===== src/rtl/debounce.sv =====
// Two-flop synchroniser followed by a stability counter.
// Output level changes only after the input holds a new value long enough.
module debounce #(
    parameter int STABLE_CYCLES = 4,
    parameter int CNT_W         = $clog2(STABLE_CYCLES + 1)
) (
    input  logic clk,
    input  logic rst_n,
    input  logic bouncy,
    output logic debounced,
    output logic rise,
    output logic fall
);

    localparam logic [CNT_W-1:0] CNT_MAX = CNT_W'(STABLE_CYCLES - 1);

    logic             s1;
    logic             s2;
    logic [CNT_W-1:0] cnt;

    always_ff @(posedge clk or negedge rst_n) begin
        if (!rst_n) begin
            s1 <= 1'b0;
            s2 <= 1'b0;
        end else begin
            s1 <= bouncy;
            s2 <= s1;
        end
    end

    // A single agreeing clock restarts the count, so only unbroken runs pass.
    always_ff @(posedge clk or negedge rst_n) begin
        if (!rst_n) begin
            cnt       <= '0;
            debounced <= 1'b0;
            rise      <= 1'b0;
            fall      <= 1'b0;
        end else begin
            rise <= 1'b0;
            fall <= 1'b0;
            if (s2 == debounced) begin
                cnt <= '0;
            end else if (cnt == CNT_MAX) begin
                cnt       <= '0;
                debounced <= s2;
                rise      <= s2;
                fall      <= ~s2;
            end else begin
                cnt <= cnt + 1'b1;
            end
        end
    end

endmodule


===== config.mk =====
export PLATFORM = sky130hd
export DESIGN_NAME = debounce
export DESIGN_NICKNAME = d
export VERILOG_FILES = /design/src/rtl/debounce.sv
export SDC_FILE = /design/constraint.sdc
export NUM_CORES = 1
export LEC_CHECK = 0
export ABC_AREA = 1
export CORE_AREA = 2 2 39 41
export CTS_CLUSTER_SIZE = 30
export DETAILED_ROUTE_END_ITERATION = 8
export DIE_AREA = 0 0 41 43
export DONT_BUFFER_PORTS = 1
export HOLD_SLACK_MARGIN = 0.08
export PLACE_DENSITY = 0.35
export SYNTH_ARGS = -nofsm -noshare
export SYNTH_HDL_FRONTEND = slang
export SYNTH_SLANG_ARGS = --single-unit

===== constraint.sdc =====
create_clock -name clk -period 1.1 [get_ports clk]
set_input_delay 0.22 -clock clk [delete_from_list [all_inputs] [get_ports clk]]
set_output_delay 0.22 -clock clk [all_outputs]
set_load 0.02 [all_outputs]

==> run_results.csv <==
group,metric,value,unit
run_status,status,"complete, no violations",
routing,dr.max_layer_used,"met4",
setup_path,cp.required,0.88,ns
grt,number_of_global_route_vias_before_repair,212,
min_path,min-delay-path-class,"in -> async",
power_and_ir_drop,peakVddDrop,0.6225,mV
floorplan,fp-row-count,14,
final_layout,design.final.nets,41,
timing,finalClockSkew,0.001148,ns
setup_path,worst_ep_arrival_time,0.82,ns
grt,grt_usage,8.081,%
setup_path,critical_path.max_stage_delay,0.41,ns
setup_path,worst_setup_path_end_kind,"output port",
cts,clk_root_buffer_cell,"clkbuf_4",
cts,clk_transition_reported_paths,0.05,ns
floorplan,dieArea,1763,um2
timing,grt_setup_unrepaired,"false",
routing,wl_met1,207,um
setup_path,path_depth,1,
power_and_ir_drop,combinational_group_share_of_total_power,25.0,%
cts,cts_setup_buffers,0,
setup_path,max_fo_critical_path,4,
routing,routed-via-count,195,
routing,drt-initial-drc-count,5,
cts,clock_sink_count,8,
synthesis,synth.yosys.warnings,0,
job,max-cap-violations,0,
final_layout,final_cell_count_no_fill,51,
timing,maxSlewViolCount,0,
timing,final_min_period_over_clock_period,94.91,%
synthesis,synthMostInstantiatedCell,"dfrtp_1",
grt,antenna_found_initial,0,
cts,tritoncts,"yes",
place,place.detailed.hpwl,380.4,um
floorplan,design.core.area,1384,um2
synthesis,synth.net_count,33,
routing,routed-wl-met2,252,um
setup_path,critical_path.top_delay_family,"flip-flops",
setup_path,critical_path.slowest_cell,"dfrtp_1",
power_and_ir_drop,switching_power,0.2585,mW
cts,cts-resized-gates,0,
power_and_ir_drop,report.power.total,0.8154,mW
synthesis,synth_top_area_cell,"dfrtp_1",
synthesis,synth-seq-cells,8,
timing,worstMarginPinSlew,0.3595,ns
timing,report.final.setup_viol,0,
grt,first_pass_grt_wire_length,848,um
setup_path,critical_path_class,"reg -> out",
place,finalWeightedCongestion,0.5740,
synthesis,yosys.area_share.simple,20.34,%
synthesis,dominantRegCellSynth,"dfrtp_1",
floorplan,die_height,43,um
synthesis,netlist_top_cells_count,"8 x dfrtp_1, 6 x nand2_1, 5 x inv_1, 4 x nor2_1, 2 x nand2_2",
synthesis,main_combinational_cell_family_by_area_after_synthesis,"simple AND/OR/NAND/NOR gates",
power_and_ir_drop,switching_share,31.70,%
power_and_ir_drop,pwr_density_cell,2232,nW/um2
final_layout,areaGrowthSynthToFinish,23.73,%
cts,longest_clk_path_bufs,2,
final_layout,drive_gt1_share,20.00,%
synthesis,async_reset_ff_share,100.0,%
synthesis,synth_top_area_share,67.80,%
synthesis,synth-edff-count,0,
power_and_ir_drop,leakagePower,0.1873,nW
floorplan,start_util,21.34,%
setup_path,crit_buf_inv,1,
routing,met3_length,25,um
synthesis,top_post_synthesis_cells_by_area,"dfrtp_1 68%, nand2_1 7.6%, inv_1 6.4%, nor2_1 5.1%, ha_1 4.2%",
floorplan,pin_count,6,
routing,wl_per_cell,9.706,um
timing,setup_total_negative_slack,0,ns
timing,max_clock_freq,957.9,MHz
timing,hold_viol,0,
synthesis,adder_and_majority_cell_fraction_of_the_synthesized_area,4.237,%
cts,clk-insertion-delay-late,0.25,ns
cts,tritoncts.num_buffers,3,
timing,final.min_clock_period,1.044,ns
routing,detail_route.vias_per_cell,3.824,
grt,globalRoute.totalOverflow,0,
timing,maxSlewHeadroom,75.95,%
synthesis,synth_mux_area_share,0,%
synthesis,synth.avg_cell_area,10.18,um2
synthesis,synthesis.area,295.3,um2
power_and_ir_drop,pwr-share-clk,26.8,%
synthesis,count_of_unique_library_cells_instantiated_by_yosys,9,
timing,final.setup.worst_slack,0.05603,ns
synthesis,post_synth_xor_area_fraction,0,%
place,numPlacedInstances,46,
setup_path,path_cells,"buf_4",
floorplan,fp.dieW,41,um
routing,drc_errors,0,
synthesis,syn-instance-count,29,
power_and_ir_drop,power_frac_seq,48.1,%
final_layout,num_antenna_cells,0,
place,portBuffers,0,
routing,antenna_violating_nets_left,0,
power_and_ir_drop,internal_power,0.5569,mW
cts,number_of_h_tree_branching_levels,1,
place,post-place-ws,0.1448,ns
routing,totalWireLength,495,um
synthesis,yosysSeqAreaShare,67.80,%
grt,grt_max_degree,9,
routing,dr.pass1.iters,4,
synthesis,synth-compound-area-share,0,%
setup_path,worstRegToRegCells,4,
setup_path,crit_path_start_kind,"register",
## registers in the layout, summed over array words and instances, names as in the netlist
name and flops:
debounced 1, s1 1, cnt 3, rise 1, s2 1, fall 1
## stage by stage
| stage | cell area (um2) | utilization [%] | hold WS, ns |
|---|---|---|---|
| after global routing | 365.4 | 26.40 | 0.3424 |
| after CTS | 365.4 | 26.40 | 0.3248 |
| final | 365.4 | 26.40 | 0.3181 |
| after floorplan | 295.3 | - | -0.07559 |
| after detailed placement | 322.8 | 23.33 | -0.07542 |
| after global placement | 322.8 | 23.33 | -0.07540 |
## power groups by stage
stage,clock (mW),sequential [mW],combinational (mW)
4_1_cts,0.233,0.394,0.210
5_1_grt,0.246,0.401,0.246
3_3_place_gp,0,0.393,0.191
2_1_floorplan,0,0.409,0.126
6_report,0.219,0.392,0.204
3_5_place_dp,0,0.399,0.198
## layout make-up
class / instances / area [um2]
fill: 148 / 1018
sequential: 8 / 200.2
multi-input combinational: 15 / 72.57
timing repair buffer: 3 / 27.53
clock buffer: 3 / 22.52
inverter: 6 / 22.52
tap: 16 / 20.02
## cell usage in the layout, fill, tap and decap left out
cell / synthesis / routed
buf_4: 0 / 1
dlygate4sd3_1: 0 / 2
nand3_1: 1 / 1
nor2_1: 4 / 4
nand2_2: 2 / 2
clkbuf_4: 0 / 3
inv_1: 5 / 5
inv_2: 1 / 1
nand2_1: 6 / 6
ha_1: 1 / 1
dfrtp_1: 8 / 8
nor3_1: 1 / 1
## timing repair
action	4_1_cts	5_1_grt
hold buffers	2	0
setup endpoints to repair	0	0
endpoints found under the hold margin	9	0
## layer usage
| metal | global-route usage [%] | vias to the layer above |
|---|---|---|
| li1 | - | 96 |
| met1 | 7.213 | 93 |
| met4 | 10.00 | 0 |
| met5 | 0 | - |
| met3 | 3.141 | 2 |
| met2 | 11.56 | 4 |
## kinds of logic (layout without fill, tap and decap cells)
logic type	Yosys count	after routing
buffers and inverters	6	12
AND/OR/NAND/NOR	14	14
adder cells (fa/ha/maj)	1	1
flip-flops	8	8
## worst paths after layout
check / from / endpoint / slack, ns
worst max-delay path: debounced$_DFFE_PN0P_ / debounced / 0.06
worst min-delay path: rst_n / cnt[1]$_DFF_PN0_ / 0.32
worst max register to register: cnt[0]$_DFF_PN0_ / cnt[0]$_DFF_PN0_ / 0.15
worst min register to register: s1$_DFF_PN0_ / s2$_DFF_PN0_ / 0.35
max in group asynchronous: rst_n / cnt[2]$_DFF_PN0_ / 0.52
min in group clk: s1$_DFF_PN0_ / s2$_DFF_PN0_ / 0.35
Note: power is estimated with default switching activity, not from simulation.
